## config.mk

```make
export PLATFORM = sky130hd
export DESIGN_NAME = coreport_input_filter
export DESIGN_NICKNAME = d
export VERILOG_FILES = /design/src/rtl/coreport_pkg.sv /design/src/rtl/coreport_filter_bit.sv /design/src/rtl/coreport_input_filter.sv
export SDC_FILE = /design/constraint.sdc
export NUM_CORES = 1
export LEC_CHECK = 0
export BUFFER_PORTS_ARGS = -buffer_cell sky130_fd_sc_hd__clkbuf_2
export CORE_ASPECT_RATIO = 1.75
export CORE_MARGIN = 1
export CORE_UTILIZATION = 59
export DETAILED_ROUTE_END_ITERATION = 6
export PLACE_DENSITY = 0.81
export SYNTH_ARGS = -nofsm -noshare
export SYNTH_HDL_FRONTEND = slang
export SYNTH_SLANG_ARGS = --single-unit
```

## constraint.sdc

```tcl
create_clock -name wb_clk -period 4.4 [get_ports wb_clk]
set_input_delay 1.1 -clock wb_clk [delete_from_list [all_inputs] [get_ports wb_clk]]
set_output_delay 1.1 -clock wb_clk [all_outputs]
set_load 0.01 [all_outputs]
```

## src/rtl/coreport_pkg.sv

```systemverilog
// Shared constants and helpers for the coreport GPIO input path.
package coreport_pkg;

  localparam int COREPORT_WIDTH       = 8;
  localparam int COREPORT_SYNC_STAGES = 2;
  localparam int COREPORT_CNT_W       = 4;
  localparam int COREPORT_PRESCALE_W  = 16;

  // A threshold of zero would accept a change without any stability time,
  // so it is treated the same as one tick.
  function automatic int unsigned eff_threshold(input int unsigned thr);
    return (thr == 0) ? 1 : thr;
  endfunction

endpackage

```

## src/rtl/coreport_filter_bit.sv

```systemverilog
// One pin of the input filter: synchroniser chain, stability counter,
// filtered level and registered rise/fall strobes.
module coreport_filter_bit
  import coreport_pkg::*;
#(
  parameter int   SYNC_STAGES = COREPORT_SYNC_STAGES,
  parameter int   CNT_W       = COREPORT_CNT_W,
  parameter logic INIT_LEVEL  = 1'b0
) (
  input  logic             wb_clk,
  input  logic             wb_rst,
  input  logic             pin_i,
  input  logic             tick_i,
  input  logic [CNT_W-1:0] threshold_i,
  input  logic             bypass_i,
  output logic             level_o,
  output logic             rise_o,
  output logic             fall_o
);

  logic [SYNC_STAGES-1:0] sync_q, sync_d;
  logic [CNT_W-1:0]       cnt_q, cnt_d;
  logic                   level_q, level_d;
  logic                   rise_q, rise_d;
  logic                   fall_q, fall_d;

  logic                   sync_out;
  logic [CNT_W:0]         thr_eff;
  logic [CNT_W:0]         cnt_inc;

  assign sync_out = sync_q[SYNC_STAGES-1];
  assign thr_eff  = (CNT_W+1)'(eff_threshold(32'(threshold_i)));
  assign cnt_inc  = {1'b0, cnt_q} + (CNT_W+1)'(1);

  // Next-state logic: shift the synchroniser, then decide whether the
  // synchronised value has been stable long enough to become the new level.
  always_comb begin
    sync_d  = {sync_q[SYNC_STAGES-2:0], pin_i};
    cnt_d   = cnt_q;
    level_d = level_q;
    if (bypass_i) begin
      level_d = sync_out;
      cnt_d   = '0;
    end else if (sync_out == level_q) begin
      cnt_d = '0;
    end else if (tick_i) begin
      if (cnt_inc >= thr_eff) begin
        level_d = sync_out;
        cnt_d   = '0;
      end else begin
        cnt_d = cnt_inc[CNT_W-1:0];
      end
    end
    rise_d = level_d & ~level_q;
    fall_d = ~level_d & level_q;
  end

  // State registers; reset leaves sync chain and level equal so that no
  // strobe can appear on reset release.
  always_ff @(posedge wb_clk or posedge wb_rst) begin
    if (wb_rst) begin
      sync_q  <= {SYNC_STAGES{INIT_LEVEL}};
      cnt_q   <= '0;
      level_q <= INIT_LEVEL;
      rise_q  <= 1'b0;
      fall_q  <= 1'b0;
    end else begin
      sync_q  <= sync_d;
      cnt_q   <= cnt_d;
      level_q <= level_d;
      rise_q  <= rise_d;
      fall_q  <= fall_d;
    end
  end

  assign level_o = level_q;
  assign rise_o  = rise_q;
  assign fall_o  = fall_q;

endmodule

```

## src/rtl/coreport_input_filter.sv

```systemverilog
// Input conditioning in front of coreport: shared sample prescaler plus one
// synchronise/debounce/edge-detect slice per pin.
module coreport_input_filter
  import coreport_pkg::*;
#(
  parameter int               WIDTH       = COREPORT_WIDTH,
  parameter int               SYNC_STAGES = COREPORT_SYNC_STAGES,
  parameter int               PRESCALE_W  = COREPORT_PRESCALE_W,
  parameter int               CNT_W       = COREPORT_CNT_W,
  parameter logic [WIDTH-1:0] INIT_LEVEL  = '0
) (
  input  logic                  wb_clk,
  input  logic                  wb_rst,
  input  logic [WIDTH-1:0]      pin_i,
  input  logic [PRESCALE_W-1:0] prescale_i,
  input  logic [CNT_W-1:0]      threshold_i,
  input  logic [WIDTH-1:0]      bypass_i,
  output logic [WIDTH-1:0]      level_o,
  output logic [WIDTH-1:0]      rise_o,
  output logic [WIDTH-1:0]      fall_o,
  output logic                  tick_o
);

  logic [PRESCALE_W-1:0] pcnt_q, pcnt_d;
  logic                  tick_q, tick_d;
  logic                  tick;

  // Prescaler: a >= compare so lowering prescale_i below the running count
  // produces a tick straight away instead of waiting for a wrap.
  always_comb begin
    tick   = (pcnt_q >= prescale_i);
    pcnt_d = tick ? '0 : pcnt_q + PRESCALE_W'(1);
    tick_d = tick;
  end

  // Prescaler count and the observable copy of the tick.
  always_ff @(posedge wb_clk or posedge wb_rst) begin
    if (wb_rst) begin
      pcnt_q <= '0;
      tick_q <= 1'b0;
    end else begin
      pcnt_q <= pcnt_d;
      tick_q <= tick_d;
    end
  end

  assign tick_o = tick_q;

  for (genvar i = 0; i < WIDTH; i++) begin : g_pin
    coreport_filter_bit #(
      .SYNC_STAGES (SYNC_STAGES),
      .CNT_W       (CNT_W),
      .INIT_LEVEL  (INIT_LEVEL[i])
    ) u_bit (
      .wb_clk      (wb_clk),
      .wb_rst      (wb_rst),
      .pin_i       (pin_i[i]),
      .tick_i      (tick),
      .threshold_i (threshold_i),
      .bypass_i    (bypass_i[i]),
      .level_o     (level_o[i]),
      .rise_o      (rise_o[i]),
      .fall_o      (fall_o[i])
    );
  end

endmodule

```

==> flow_summary.ini <==
[power_and_ir_drop]
p_total_w = 0.00222
p_int_w = 0.00159
clockPowerShare = 0.373
power.leakage_nw = 2.89
ir_drop_mv = 0.461
p_seq_frac = 0.433
sw_frac_of_total = 0.285
pwr-share-comb = 0.194
p_per_area_nw_per_um2 = 365
netSwitchingPower_w = 0.000633

[sta]
finalClockSkew_ns = 0.00662
min_period_over_period = 0.756
drv_slew = 0
hold_viol = 0
fin_crit_ns = 3.33
hold_ws_ns = 0.354
max_clock_freq_ghz = 0.301
timing.setup.tns_ns = 0
max_slew_margin = 0.460
setup_viol_count_final = 0
setup_slack_ns = 1.07
rsz0062_at_grt = no
worstMarginPinSlew_ns = 0.809

[die]
initial_core_util = 0.611
dieArea_sq_um = 9820
fp.dieH_microns = 130
row_count = 46
ios = 63
core_sq_um = 9090
die_w_microns = 75.4

[yosys]
synth.mux.area_fraction = 0.0279
synth_fa_ha_area_frac = 0.0977
synthArstFlopShare = 1.00
syn_nets = 641
synth-main-ff-cell = dfrtp_1
yosysUniqueCellTypes = 67
synth_top_family_by_area = simple AND/OR/NAND/NOR gates
ys_seq_elements = 89
synth_seq_area_share = 0.401
synth-edff-count = 0
synth_compound_area_frac = 0.156
synth_most_common_cell = dfrtp_1
synth_area_leaders = dfrtp_1 40%, ha_1 9.2%, buf_4 3.6%, a21oi_1 3.4%, nor2_1 3.2%
avgSynthCellArea_sq_um = 9.88
syn-cell-area_sq_um = 5560
synthTopCellsByCount = 89 x dfrtp_1, 47 x nor2_1, 41 x ha_1
synth_top_cell_area_share = 0.401
yosysWarningCount = 0
synth-simple-area-share = 0.201
synthXorXnorAreaFrac = 0.0394
netlist_instances = 562
yosysTopAreaCell = dfrtp_1

[clock_network]
cts_setup_buffers = 0
cts.path.max_buffers = 2
cts_root_buf = clkbuf_16
ctsHtreeMaxLevel = 3
cts_tree = built
clk-insertion-delay-late_ns = 0.34
cts_num_sinks = 89
clkTransAtPathRegs_ns = 0.06
numCtsBuffers = 9
cts_resized = 0
cts_hold_buf = 0

[worst_setup_path]
required_ns = 4.63
crit_type = in -> reg
critPathMaxFanout = 9
slowest_stage = a311o_1
cp_cell_sequence = clkbuf_2 > nor3_1 > or2_2 > ha_1 > nand2b_1 > a211oi_1 > nor4_2 > a311o_1 > a21oi_2 > mux2_1
critPathLaunchType = primary input
critPathArrivalTime_ns = 3.55
r2r_cells = 9
max_stage_delay_ns = 0.40
worst_setup_path_end_kind = flop

[placed_design]
port_buffers = 62
place_ws_ns = 0.730
gp_congestion = 0.889
dp_hpwl_microns = 7710

[hold_path]
worstHoldPathCells = 0
hold_class = reg -> reg

[final_layout]
syn2layout_area_growth_pct = 9.73
final_nets = 681
final_layout_size_suffix_gt1_frac = 0.219
diodes = 0

[detailed_routing]
vias_per_cell = 5.70
wire_per_inst_microns = 14.5
postRouteWirelength_microns = 10500
vias = 4144
drc_errors = 0
drtIter0Drc = 219
ant_nets = 0
drt-pass1-iter-count = 5

[grt]
gr-total-overflow = 0
grt_usage = 0.234
grt_max_degree = 50
antenna_found_initial = 0
grt_pass1_vias = 4248
grt_pass1_wl_microns = 17700

[flow_run]
max_cap_violations = 0

[status]
status = completed
-- final cells by class --
cell class | instances | area (sq um)
fillers | 722 | 3000
multi-input cells | 401 | 2910
flip-flops and latches | 89 | 2230
repair buffers | 67 | 348
clock buffers | 10 | 239
well taps | 120 | 150
inverters | 34 | 131
clock inverters | 6 | 90.1
-- worst max-delay path: cells and delay by family --
kind                       cells  cell delay [ns]
and+or+nand+nor                4             0.70
muxes                          1             0.34
adders and majority gates      1             0.29
buffers and inverters          1             0.20
AOI/OAI and AO/OA              3             0.91
-- state kept, by name, summed over array words and instances, names as in the netlist --
signal	flops
g_pin.u_bit.level_o	8
g_pin.u_bit.fall_o	8
tick_o	1
pcnt_q	16
g_pin.u_bit.cnt_q	32
g_pin.u_bit.rise_o	8
g_pin.u_bit.sync_q	16
-- metrics by stage --
step | std cells | utilization | instance area [sq um]
final | 727 | 0.670 | 6100
after global routing | 727 | 0.670 | 6100
after CTS | 727 | 0.670 | 6100
after detailed placement | 711 | 0.634 | 5770
after global placement | 711 | 0.634 | 5770
after floorplan | 562 | - | 5560
-- final timing paths --
check / startpoint / end / slack, ns
hold reg to reg: g_pin[5].u_bit.sync_q[0]$_DFF_PP0_ / g_pin[5].u_bit.sync_q[1]$_DFF_PP0_ / 0.35
hold / removal: g_pin[5].u_bit.sync_q[0]$_DFF_PP0_ / g_pin[5].u_bit.sync_q[1]$_DFF_PP0_ / 0.35
max in group asynchronous: wb_rst / g_pin[2].u_bit.sync_q[0]$_DFF_PP0_ / 2.67
setup / recovery: threshold_i[2] / g_pin[5].u_bit.level_o$_DFF_PP0_ / 1.07
setup reg to reg: pcnt_q[0]$_DFF_PP0_ / g_pin[7].u_bit.level_o$_DFF_PP0_ / 1.55
min in group asynchronous: wb_rst / g_pin[7].u_bit.fall_o$_DFF_PP0_ / 0.87
-- cells in the final DEF, fill, tap and decap left out, types with 4 or more instances in the layout --
cell type,Yosys,final
dfrtp_1,89,89
or3_1,11,11
nor3_1,12,12
nand2b_1,21,21
and3_2,6,6
nor4_1,5,5
nand2_1,38,38
inv_1,32,31
and3_1,4,4
a311o_2,4,4
mux2i_1,5,5
mux2_4,4,4
a21o_1,6,6
clkbuf_2,0,62
o21ai_0,19,19
or3b_1,7,7
nor3b_1,6,6
xor2_1,13,13
xnor2_1,12,12
ha_1,41,41
a211oi_1,8,8
a21oi_1,38,38
or2b_2,5,5
a211oi_2,6,6
a21oi_4,5,6
buf_4,27,5
clkbuf_16,0,9
a32o_1,7,7
nor4b_1,5,5
nand3_1,16,16
nor2_1,47,47
-- power groups by stage --
stage	Combinational (W)	Clock (W)	Sequential (W)
3_5_place_dp	0.000433	0	0.000978
3_3_place_gp	0.000410	0	0.000974
2_1_floorplan	0.000356	0	0.000958
6_report	0.000432	0.000828	0.000962
4_1_cts	0.000439	0.000842	0.000964
5_1_grt	0.000491	0.000875	0.000973
-- cell families after synthesis --
| kind of cell | count (synthesis) |
|---|---|
| adder cells (fa/ha/maj) | 44 |
| buffers and inverters | 72 |
| AND/OR/NAND/NOR | 202 |
| flip-flops | 89 |
| XOR/XNOR | 25 |
| AO/OA/AOI/OAI | 117 |
| multiplexers | 13 |
-- layer usage --
metal  GRT usage  share of wire
met5           0              0
met4       0.113          0.026
met3      0.0371          0.028
met2       0.429           0.55
met1       0.253           0.39
Note: power is estimated with default switching activity, not from simulation.
